[config.mk]
export PLATFORM = sky130hd
export DESIGN_NAME = pipe_skid_reg
export DESIGN_NICKNAME = d
export VERILOG_FILES = /design/src/rtl/pipe_skid_reg.sv
export SDC_FILE = /design/constraint.sdc
export NUM_CORES = 1
export LEC_CHECK = 0
export ABC_AREA = 1
export CAP_MARGIN = 30
export CORE_ASPECT_RATIO = 2
export CORE_UTILIZATION = 43
export CTS_BUF_LIST = sky130_fd_sc_hd__clkbuf_16
export DETAILED_ROUTE_END_ITERATION = 6
export PLACE_DENSITY = 0.77
export SETUP_SLACK_MARGIN = 0.3
export SLEW_MARGIN = 20
export SYNTH_ARGS = -nofsm -noshare
export SYNTH_HDL_FRONTEND = slang
export SYNTH_SLANG_ARGS = --single-unit
[constraint.sdc]
create_clock -name CLK -period 1.3 [get_ports CLK]
set_input_delay 0.195 -clock CLK [delete_from_list [all_inputs] [get_ports CLK]]
set_output_delay 0.195 -clock CLK [all_outputs]
set_load 0.03 [all_outputs]
[src/rtl/pipe_skid_reg.sv]
// pipe_skid_reg: generic pipeline-stage register with a valid/ready handshake
// and a 2-entry skid buffer. The main entry M drives the outputs and the skid
// entry S is internal. O_IN_READY is a register, so there is no combinational
// path from I_OUT_READY back to the upstream stage.
//
// Optional feature: define PIPE_SKID_REG_PERF_CNT_EN to enable the saturating
// stall and bubble counters. When it is undefined, both counter ports are 0.
//
// Ports:
//   CLK           clock, all state updates on the rising edge
//   RESET         synchronous active-low reset
//   I_VALID       upstream item valid
//   I_DATA        upstream payload, DATA_W bits
//   I_PC          upstream PC, PC_W bits
//   O_IN_READY    registered; high when an item can be accepted this cycle
//   O_VALID       main entry holds a valid item
//   O_DATA        main-entry payload (NOP_VALUE while empty after a drain or flush)
//   O_PC          main-entry PC (0 while empty)
//   I_OUT_READY   downstream accepts the item
//   I_FLUSH       discard all contents and emit a bubble
//   O_STALL_CNT   cycles with O_VALID=1 and I_OUT_READY=0 (optional)
//   O_BUBBLE_CNT  cycles with O_VALID=0 and I_OUT_READY=1 (optional)
module pipe_skid_reg #(
  parameter int unsigned DATA_W    = 32,
  parameter int unsigned PC_W      = 32,
  parameter logic [31:0] NOP_VALUE = 32'hF800_0000,
  parameter int unsigned CNT_W     = 16
) (
  input  logic              CLK,
  input  logic              RESET,
  input  logic              I_VALID,
  input  logic [DATA_W-1:0] I_DATA,
  input  logic [PC_W-1:0]   I_PC,
  output logic              O_IN_READY,
  output logic              O_VALID,
  output logic [DATA_W-1:0] O_DATA,
  output logic [PC_W-1:0]   O_PC,
  input  logic              I_OUT_READY,
  input  logic              I_FLUSH,
  output logic [CNT_W-1:0]  O_STALL_CNT,
  output logic [CNT_W-1:0]  O_BUBBLE_CNT
);

  // NOP_VALUE is truncated or zero-extended to the payload width.
  localparam logic [DATA_W-1:0] NOP_D = DATA_W'(NOP_VALUE);

  typedef enum logic [1:0] {
    ST_EMPTY = 2'd0,
    ST_ONE   = 2'd1,
    ST_TWO   = 2'd2
  } state_e;

  state_e              state_q;
  logic                valid_q;
  logic                in_ready_q;
  logic [DATA_W-1:0]   m_data_q;
  logic [PC_W-1:0]     m_pc_q;
  logic [DATA_W-1:0]   s_data_q;
  logic [PC_W-1:0]     s_pc_q;

  logic                in_xfer;
  logic                out_xfer;

  assign in_xfer  = I_VALID & in_ready_q;
  assign out_xfer = valid_q & I_OUT_READY;

  assign O_IN_READY = in_ready_q;
  assign O_VALID    = valid_q;
  assign O_DATA     = m_data_q;
  assign O_PC       = m_pc_q;

  // Storage and handshake state machine. Reset has priority over flush, and
  // flush has priority over both handshakes.
  always_ff @(posedge CLK) begin
    if (!RESET) begin
      state_q    <= ST_EMPTY;
      valid_q    <= 1'b0;
      in_ready_q <= 1'b1;
      m_data_q   <= '0;
      m_pc_q     <= '0;
      s_data_q   <= '0;
      s_pc_q     <= '0;
    end else if (I_FLUSH) begin
      // A same-cycle out_xfer has already completed, because downstream sampled
      // the current outputs. Any same-cycle input is dropped.
      state_q    <= ST_EMPTY;
      valid_q    <= 1'b0;
      in_ready_q <= 1'b1;
      m_data_q   <= NOP_D;
      m_pc_q     <= '0;
    end else begin
      case (state_q)
        ST_EMPTY: begin
          if (in_xfer) begin
            m_data_q <= I_DATA;
            m_pc_q   <= I_PC;
            valid_q  <= 1'b1;
            state_q  <= ST_ONE;
          end
        end
        ST_ONE: begin
          if (in_xfer && out_xfer) begin
            m_data_q <= I_DATA;
            m_pc_q   <= I_PC;
          end else if (in_xfer) begin
            // Downstream is stalled, so the new item parks in the skid entry.
            s_data_q   <= I_DATA;
            s_pc_q     <= I_PC;
            in_ready_q <= 1'b0;
            state_q    <= ST_TWO;
          end else if (out_xfer) begin
            valid_q  <= 1'b0;
            m_data_q <= NOP_D;
            m_pc_q   <= '0;
            state_q  <= ST_EMPTY;
          end
        end
        ST_TWO: begin
          // Input is blocked here, so the skid entry always drains before any newer item.
          if (out_xfer) begin
            m_data_q   <= s_data_q;
            m_pc_q     <= s_pc_q;
            in_ready_q <= 1'b1;
            state_q    <= ST_ONE;
          end
        end
        default: begin
          state_q    <= ST_EMPTY;
          valid_q    <= 1'b0;
          in_ready_q <= 1'b1;
          m_data_q   <= NOP_D;
          m_pc_q     <= '0;
        end
      endcase
    end
  end

`ifdef PIPE_SKID_REG_PERF_CNT_EN
  localparam logic [CNT_W-1:0] CNT_MAX = '1;

  logic [CNT_W-1:0] stall_cnt_q;
  logic [CNT_W-1:0] stall_cnt_d;
  logic [CNT_W-1:0] bubble_cnt_q;
  logic [CNT_W-1:0] bubble_cnt_d;

  // Saturating increments. Flush does not clear the counters.
  always_comb begin
    stall_cnt_d  = stall_cnt_q;
    bubble_cnt_d = bubble_cnt_q;
    if (valid_q && !I_OUT_READY && (stall_cnt_q != CNT_MAX)) begin
      stall_cnt_d = stall_cnt_q + CNT_W'(1);
    end
    if (!valid_q && I_OUT_READY && (bubble_cnt_q != CNT_MAX)) begin
      bubble_cnt_d = bubble_cnt_q + CNT_W'(1);
    end
  end

  always_ff @(posedge CLK) begin
    if (!RESET) begin
      stall_cnt_q  <= '0;
      bubble_cnt_q <= '0;
    end else begin
      stall_cnt_q  <= stall_cnt_d;
      bubble_cnt_q <= bubble_cnt_d;
    end
  end

  assign O_STALL_CNT  = stall_cnt_q;
  assign O_BUBBLE_CNT = bubble_cnt_q;
`else
  assign O_STALL_CNT  = '0;
  assign O_BUBBLE_CNT = '0;
`endif

endmodule

==> results of run 1 <==
==> through the flow <==
step | instances | instance area (µm²) | hold WS (ns)
after floorplan | 954 | 6380 | 0.333
after global placement | 1226 | 7890 | 0.450
after detailed placement | 1226 | 7890 | 0.453
after CTS | 1262 | 8710 | 0.208
after global routing | 1304 | 9820 | 0.253
final | 1304 | 9820 | 0.229
==> cell usage in the layout, fill, tap and decap left out, types with 2 or more instances in the layout <==
cell type	n
sky130_fd_sc_hd__buf_6	72
sky130_fd_sc_hd__nor2_1	139
sky130_fd_sc_hd__clkinvlp_4	3
sky130_fd_sc_hd__buf_8	5
sky130_fd_sc_hd__clkdlybuf4s50_1	67
sky130_fd_sc_hd__nand3_2	5
sky130_fd_sc_hd__clkbuf_16	35
sky130_fd_sc_hd__inv_4	5
sky130_fd_sc_hd__a21oi_2	30
sky130_fd_sc_hd__nor2_2	2
sky130_fd_sc_hd__clkinv_1	2
sky130_fd_sc_hd__o21ai_1	56
sky130_fd_sc_hd__buf_2	2
sky130_fd_sc_hd__clkinv_4	2
sky130_fd_sc_hd__nand2_8	3
sky130_fd_sc_hd__dfxtp_4	5
sky130_fd_sc_hd__inv_2	2
sky130_fd_sc_hd__nor2_4	7
sky130_fd_sc_hd__a21oi_1	36
sky130_fd_sc_hd__o21ai_2	8
sky130_fd_sc_hd__nand2_2	24
sky130_fd_sc_hd__nand3_1	124
sky130_fd_sc_hd__conb_1	32
sky130_fd_sc_hd__dfxtp_1	72
sky130_fd_sc_hd__nand2_1	230
sky130_fd_sc_hd__dfxtp_2	55
sky130_fd_sc_hd__bufinv_16	3
sky130_fd_sc_hd__buf_12	21
sky130_fd_sc_hd__nand2_4	13
sky130_fd_sc_hd__inv_1	9
sky130_fd_sc_hd__buf_4	39
sky130_fd_sc_hd__o21ai_0	3
==> path summary, 6_finish.rpt <==
| kind | from | slack, ns | end |
|---|---|---|---|
| max | state_q[0] | -0.26 | O_PC[6] |
| min | RESET | 0.23 | state_q[1] |
| max reg2reg | state_q[0] | -0.26 | O_PC[6] |
| min reg2reg | O_DATA[24] | 0.46 | O_DATA[24] |
==> what timing repair did <==
| item | 4_1_cts | 5_1_grt |
|---|---|---|
| resized for setup | 490 | 116 |
| pin swaps | 11 | 20 |
| endpoints found under the setup margin | 198 | 198 |
| setup buffers | 5 | 14 |
| gates cloned | 0 | 28 |
==> cell type report <==
type / count / area, µm² / area share (%)
clock inverters: 13 / 156 / 1.59
well taps: 189 / 236 / 2.41
clock buffers: 18 / 450 / 4.59
inverters: 15 / 78.8 / 0.803
flip-flops and latches: 132 / 2730 / 27.8
multi-input cells: 713 / 3440 / 35.0
repair buffers: 224 / 2730 / 27.8
==> tightest hold or removal path, stage by stage <==
cell and delay [ns]:
sky130_fd_sc_hd__buf_2 0.12, sky130_fd_sc_hd__inv_1 0.05, sky130_fd_sc_hd__nor2_1 0.05, sky130_fd_sc_hd__inv_2 0.12, sky130_fd_sc_hd__nor3_1 0.07
==> where the power goes <==
part,switching [mW],total (mW),internal (mW)
clock,1.88,4.99,3.11
combinational,1.35,2.37,1.02
sequential,0.116,4.32,4.20
total,3.35,11.7,8.33
==> Yosys cell counts (3+ instances only) <==
cell type                  instances  area, µm²
sky130_fd_sc_hd__clkbuf_1         46        173
sky130_fd_sc_hd__a21oi_1          66        330
sky130_fd_sc_hd__buf_2            13       65.1
sky130_fd_sc_hd__nor2_1          145        544
sky130_fd_sc_hd__dfxtp_1         132       2640
sky130_fd_sc_hd__o21ai_0          67        335
sky130_fd_sc_hd__nand2_1         268       1010
sky130_fd_sc_hd__nor2_2            3       18.8
sky130_fd_sc_hd__inv_2             5       18.8
sky130_fd_sc_hd__nand3_1         129        646
sky130_fd_sc_hd__inv_1             9       33.8
sky130_fd_sc_hd__buf_4            34        255
==> sequential cells by signal, indices dropped and copies added, names as in the netlist <==
register    count
O_DATA         32
s_pc_q         32
O_IN_READY      1
state_q         2
O_VALID         1
O_PC           32
s_data_q       32
==> metal layers <==
metal / GRT usage (%) / vias to the layer above / wire [µm]
li1: - / 3292 / -
met1: 26.4 / 3396 / 8140
met2: 46.5 / 427 / 13200
met3: 5.09 / 111 / 1780
met4: 14.0 / 0 / 1400
met5: 0 / - / 0
==> cells by family (layout without fill, tap and decap cells) <==
family                 after synthesis  count (layout)  share of synthesized area, %
other                                1              32                        0.0615
AND/OR/NAND/NOR                    547             548                          36.5
buffers and inverters              110             270                          9.25
AO/OA/AOI/OAI                      133             133                          10.9
flip-flops                         132             132                          43.3
==> run summary, run 1 <==
Final routed wire length divided by cell count: 18.8 µm. Among all flip-flop cells after synthesis, the most frequent one is sky130_fd_sc_hd__dfxtp_1. The class of the worst hold path is in2reg. Sum of overflow across all layers after global routing: 0. For the final worst-path setup slack, the log shows -0.259 ns.

Of all flip-flops after synthesis, the portion carrying an async set or reset was 0%. Walking the worst path, the cells encountered are nor2_4 > nand2_1 > nand2_2 > nor2_4 > buf_12 > buf_6 > nand2_1 > a21oi_1. The power per unit of standard cell area was 1190 nW/µm²; the number of antenna violations at the first check in global routing was 0.

The synthesized design contains 0 enable-type register cells. At the worst endpoint, the arrival time is 1.90 ns. The tools report the via total after detailed routing as 7,226.

The total area inside the core boundary comes to 13,900 µm². On the final layout, the worst clock skew is 0.00892 ns. The critical path data required time is 1.64 ns. The diode insertion count for antenna repair was 0.

Type of origin of the critical path: a register. TritonCTS built the clock tree. The first global-routing pass estimated 29.3 mm of wire. For this run, the slowest stage of the critical path takes 0.42 ns. Pin placement for this block handled 167 I/O pins.

The run gives 6,181 as the via count of the first global-routing pass. In this run, CTS created clock tree buffers numbering 17. The number of failing hold endpoints at the final stage is 0.

Broken down by cell family, the worst path's largest delay share belongs to simple AND/OR/NAND/NOR gates. The run finished, with violations left. Global routing used 25.4% of the available tracks across all layers. The logs give 6 for the total iterations of the first detailed-routing run and 923 for the synthesized instance count. Yosys printed 0 warnings. The clock reaches the later pin of the worst-skew pair after 0.42 ns.

The clock transition at the register clock pins on the worst setup and hold paths after CTS is 0.06 ns, and the via density per instance is 5.54. The floorplan step set the die width to 86.2 µm. In this run the static leakage power is 4.07 nW. The critical path crosses 8 cells after its start point. The tools report the number of nets with antenna violations after routing as 0.

The maximum number of pins on one net before global-route repair is 46. The area growth from synthesis to final layout came out at 61.0%. The first routing iteration left 607 violations. Setup violations remaining at the end of the flow were counted as 130. The run gives 642 MHz as the highest achievable clock rate.

For the setup TNS, the log shows -17.78 ns. The die covers 14,700 µm². Along the worst path, the maximum fanout reaches 8. The clock passes through at most 2 buffers. After layout, the minimum clock period comes to 1.56 ns.

The synthesized netlist contains 18 unique library cells. The average instance in the mapped netlist occupies 6.61 µm². The congestion estimate from routability-driven global placement came to 0.829.

The remaining routing DRC violations is 0, and the floorplan row count is 61. The checks that failed: setup timing. STA classifies the critical path endpoint as a register. Final period utilization: 120%. The die outline height was 170 µm. The run gives -0.379 ns as the worst slack at placement. The number of cells on the worst reg-to-reg path is 8.

The layout has 1,024 filler cells. The clock drives 132 sinks. Setup repair after global routing could not meet its margin everywhere.

In this run the cell area of the synthesized design comes to 6100 µm². At the end of the flow, the number of nets in the layout was 1,172. After layout, the design draws a total of 11.7 mW.

The slowest stage of the critical path is the sky130_fd_sc_hd__dfxtp_4 cell. Summing the sequential cell areas from Yosys gives 43.3% of the chip area. The initial utilization of the core area, before any placement, comes to 43.9%.

The tool flagged a number of max-cap violations equal to 0. The worst-case IR drop observed on VDD is 938 µV. In this run, post-CTS hold repair placed 0 buffers. The half-perimeter wire length after placement is 12.0 mm, and the H-tree depth is 4. In this run, synthesis produced a sequential element count of 132. Of the cells placed in the final design, the portion with a size suffix greater than 1 is 30.9%.

Counting both buffers and inverters, the worst setup path holds a total of 2. The worst hold path passes through 5 cells. The run gives 0 as the count of final max-slew check failures. The routed design has 24.5 mm of wire. The critical path in this run is classified as reg2reg. At the end of the flow the core is filled with cells to 70.7%.

Clock root buffer: sky130_fd_sc_hd__clkbuf_16. The number of buffers added on ports works out to 134.
Power figures use the tool's default switching activity.
==> run 2: changes to the inputs <==
--- a/config.mk
+++ b/config.mk
@@ -5,13 +5,12 @@
 export SDC_FILE = /design/constraint.sdc
 export NUM_CORES = 1
 export LEC_CHECK = 0
-export ABC_AREA = 1
 export CAP_MARGIN = 30
 export CORE_ASPECT_RATIO = 2
-export CORE_UTILIZATION = 43
+export CORE_UTILIZATION = 42
 export CTS_BUF_LIST = sky130_fd_sc_hd__clkbuf_16
 export DETAILED_ROUTE_END_ITERATION = 6
-export PLACE_DENSITY = 0.77
+export PLACE_DENSITY = 0.78
 export SETUP_SLACK_MARGIN = 0.3
 export SLEW_MARGIN = 20
 export SYNTH_ARGS = -nofsm -noshare
==> run 2 against run 1 <==
Effect of this change: the run still ends with setup timing left; first-iteration DRC count fell by 20%; via count fell by 22%; register-to-register slack got worse by 0.13 ns; hold slack improved by 0.090 ns; highest routed layer unchanged; flip-flop and latch count did not move; sequential share of layout area rose by 1.6 points; maximum frequency fell by 7.8%; non-clock buffer count rose by 16; largest cell class unchanged; critical endpoint is now O_PC[3].
==> run summary, run 2 <==
The flow ran to the end, but the final reports show violations. The final reports fail on setup timing. The adder and majority cell fraction of the synthesized area was 0% (unchanged); the complex-gate fraction of the synthesized area was 27.6% (+17 points). The logs give 167 (unchanged) for the number of ports placed on the die boundary and 2 (unchanged) for the maximum root-to-sink buffer count.

The remaining routing DRC violations came out at 0 (unchanged). The tools report the number of nets in the layout as 854 (-27%). The combinational family with the most area after synthesis was compound AO/OA/AOI/OAI gates. The arrival time of the worst setup path is 1.98 ns (+0.08 ns). Diode insertion count for antenna repair: 0 (unchanged).

The global placement routability congestion is 0.884 (+6.6%). The ratio of cells with drive above 1 in the final layout works out to 48.1% (+17 points). The critical path endpoint is O_PC[3]. The tools report the area of the mapped netlist as 5320 µm² (-13%). The logs give 38 (+20) for the number of distinct standard cells referenced by the synthesized netlist and 28.0 mm (-4.2%) for the wire length of the first global-routing pass. The area of the core was 12,300 µm² (-12%). The logs give 6 (unchanged) for the total iterations of the first detailed-routing run and 5,671 (-22%) for the via total after detailed routing.

The synthesized instance count was 586 (-37%); the peak per-stage delay on the critical path was 0.34 ns (-0.08 ns). The floorplan row count is 57 (-6.6%), and the via density per instance is 6.01 (+8.5%). Start point of the critical path: state_q[0].

The largest total area in the synthesized netlist belongs to sky130_fd_sc_hd__dfxtp_1. The most frequent standard cell in the layout excluding fill and tap cells is sky130_fd_sc_hd__buf_6. The run gives 0 (unchanged) as the count of yosys warnings during synthesis.

The tools report the filler cell count as 763 (-25%). The worst-case clock skew was 0.00580 ns (-0.00313 ns); the share of synthesized registers carrying an async set or reset was 0% (unchanged). The critical path data required time was 1.59 ns (-0.05 ns). The final routed wirelength across all metal layers was 21.3 mm (-13%). The effective utilization at floorplan is 43.4% (-0.53 points).

The overall power was 10.8 mW (-7.4%); the half-perimeter wire length after placement was 9.68 mm (-20%). The H-tree depth came out at 4 (unchanged). The number of flops mapped to enable cells by yosys is 0 (unchanged), and the sum of overflow across all layers after global routing is 0 (unchanged). The run gives 3.54 nW (-13%) as the total leakage power.

The worst register-to-register path ends at O_PC[3]. The highest achievable clock rate was 591 MHz (-7.8%). The tools report the total of endpoints with negative setup slack in the final report as 130 (unchanged).

The tools report the peak ir drop on the vdd network as 1320 µV (+41%). The most common cell in the synthesized netlist was sky130_fd_sc_hd__dfxtp_1. The worst hold slack across all endpoints is 0.319 ns (+0.0898 ns).

The critical path is of the reg2reg type. The minimum clock period works out to 1.69 ns (+0.133 ns). Leaving out fill and tap cells, the most frequent cells in the layout are 77 x sky130_fd_sc_hd__buf_6, 67 x sky130_fd_sc_hd__clkdlybuf4s50_1, 66 x sky130_fd_sc_hd__nand2_1.

The simple-gate share of the synthesized area works out to 13.0% (-23 points). For the setup slack of the most critical reg-to-reg path, the log shows -0.39 ns (-0.13 ns). The parity-gate share of the synthesized area counting xor and xnor cells came out at 0% (unchanged). For the number of sinks on the clock net, the log shows 132 (unchanged). The tools report the type of origin of the critical path as a register. The clock transition at the register clock pins on the worst setup and hold paths after CTS is 0.06 ns (about the same). Setup repair after global routing could not meet its margin everywhere. For the final worst-path setup slack, the log shows -0.391 ns (-0.133 ns). The clock root buffer was sky130_fd_sc_hd__clkbuf_16. The CTS buffer count was 17 (unchanged); the number of buffers added on ports was 134 (unchanged). The non-filler instance count after layout was 943 (-28%).

The standard cell area after detailed placement is 6910 µm² (-12%), and the worst slack at placement is -0.666 ns (-0.287 ns). Flip-flop cell with the highest count after synthesis: sky130_fd_sc_hd__dfxtp_1. The all-layer global routing usage came out at 28.6% (+3.2 points). The number of cells traversed by the worst register-to-register path works out to 6 (-2). The maximum fanout along the worst path is 14 (+6). The power per unit of standard cell area was 1160 nW/µm² (-2.5%); the maximum number of pins on one net before global-route repair was 113 (+150%).

The run gives 0 (unchanged) as the number of failing hold endpoints at the final stage. Grouping stages by cell kind, the critical path spends the most delay in simple AND/OR/NAND/NOR gates. The run gives 5,426 (-12%) as the via count of the first global-routing pass. STA classifies the critical path endpoint as a register. The die outline height is 161 µm (-5.4%).

The signal on the critical path passes through buf_6 > and2b_2 > and3_4 > buf_8 > a22oi_1 > o2bb2ai_2. The area of the die was 13,200 µm² (-10%). The first-iteration detailed-routing DRC count was 483 (-20%). Ranked by total cell area, the synthesized netlist is headed by sky130_fd_sc_hd__dfxtp_1 50%, sky130_fd_sc_hd__o2bb2ai_1 9.7%, sky130_fd_sc_hd__a22oi_1 8.3%.

Clock insertion delay at the later pin of the skew report: 0.41 ns (about the same). The final routed wire length divided by cell count was 22.6 µm (+20%); the post-route cell area was 9330 µm² (-5.0%). The number of antenna violations at the first check in global routing was 0 (unchanged). The number of instances in the placed design is 841 (-31%). The average footprint of a synthesized cell came out at 9.09 µm² (+37%).

The logs give 76.1% (+5.3 points) for the final standard cell utilization of the core and 0 (unchanged) for the max-cap violation count. The portion of the post-synthesis area used by sequential elements was 49.6% (+6.3 points); the proportion of netlist area held by the largest area contributor was 49.6% (+6.3 points). Final period utilization: 130% (+10 points). The area growth from synthesis to layout is 75.2%. The number of cells on the critical path was 6 (-2); the number of buffers and inverters on the critical path was 2 (unchanged). The chip width is 81.6 µm (-5.4%).

The synthesis-stage register bit count came out at 132 (unchanged). The count of final max-slew check failures is 0 (unchanged), and the setup TNS is -34.12 ns (-16.34 ns). Counting instances in the post-synthesis netlist gives the leading cell types as 132 x sky130_fd_sc_hd__dfxtp_1, 69 x sky130_fd_sc_hd__o21ai_0, 67 x sky130_fd_sc_hd__nand2_1. The multiplexer share of the synthesized area came out at 0% (unchanged). The tightest min-delay check is of the in2reg type. TritonCTS built the clock tree.

The worst register-to-register path begins at state_q[0]. The number of nets with antenna violations after routing is 0 (unchanged). For this design, the slowest cell found on the critical path is sky130_fd_sc_hd__dfxtp_2.
## run 2: cell count changes in the layout (fill, tap and decap cells not counted), moves of 34 or more
cell and change:
sky130_fd_sc_hd__o21ai_0 +40, sky130_fd_sc_hd__nand2_1 -164, sky130_fd_sc_hd__nand3_1 -59, sky130_fd_sc_hd__nor2_1 -137, sky130_fd_sc_hd__o21ai_1 -34, sky130_fd_sc_hd__o2bb2ai_2 +53
## run 2: report_power, final
group	internal [mW]	switching, mW	total (mW)
clock network	2.88	1.77	4.65
logic	0.890	0.988	1.88
registers	4.18	0.106	4.28
## run 2: kinds of logic (layout without fill, tap and decap cells)
family,Yosys count,after routing
AOI/OAI and AO/OA,210,210
buffers and inverters,92,271
DFF,132,132
other,1,32
and+or+nand+nor,151,151
## run 2: worst min-delay path by stage
stage	cells past startpoint	start	end
final	4	RESET	s_data_q[30]
after detailed placement	1	O_DATA[22]	O_DATA[22]
after global placement	2	s_data_q[31]	s_data_q[31]
after CTS	4	RESET	s_data_q[30]
after global routing	4	RESET	O_DATA[27]
after floorplan	2	I_DATA[0]	s_data_q[0]
## run 2: what timing repair did
item | CTS | global route
cloned | 12 | 7
pin swaps | 11 | 21
setup endpoints to repair | 198 | 198
hold buffers | 0 | 0
gates resized for setup | 541 | 100
buffers inserted | 24 | 29
## run 2: cell type report
cell class	instances	area [µm²]	area share, %
Sequential cell	132	2740	29.4
Tap cell	147	184	1.97
Inverter	1	3.75	0.0402
Timing Repair Buffer	240	2820	30.3
Clock inverter	12	115	1.23
Multi-Input combinational cell	393	3010	32.3
Clock buffer	18	450	4.83
## run 2: worst min-delay path: cells and delay by family
family / cells / cell delay [ns]
and+or+nand+nor: 1 / 0.09
buffers and inverters: 2 / 0.35
AOI/OAI and AO/OA: 1 / 0.05
## run 2: per-layer routing
| layer | track usage [%] | up-vias | part of all wire (%) |
|---|---|---|---|
| met5 | 0 | - | 0 |
| met4 | 18.7 | 0 | 6.8 |
| met3 | 6.84 | 97 | 5.7 |
| met2 | 49.1 | 295 | 53 |
| met1 | 29.8 | 2786 | 35 |
| li1 | - | 2493 | - |
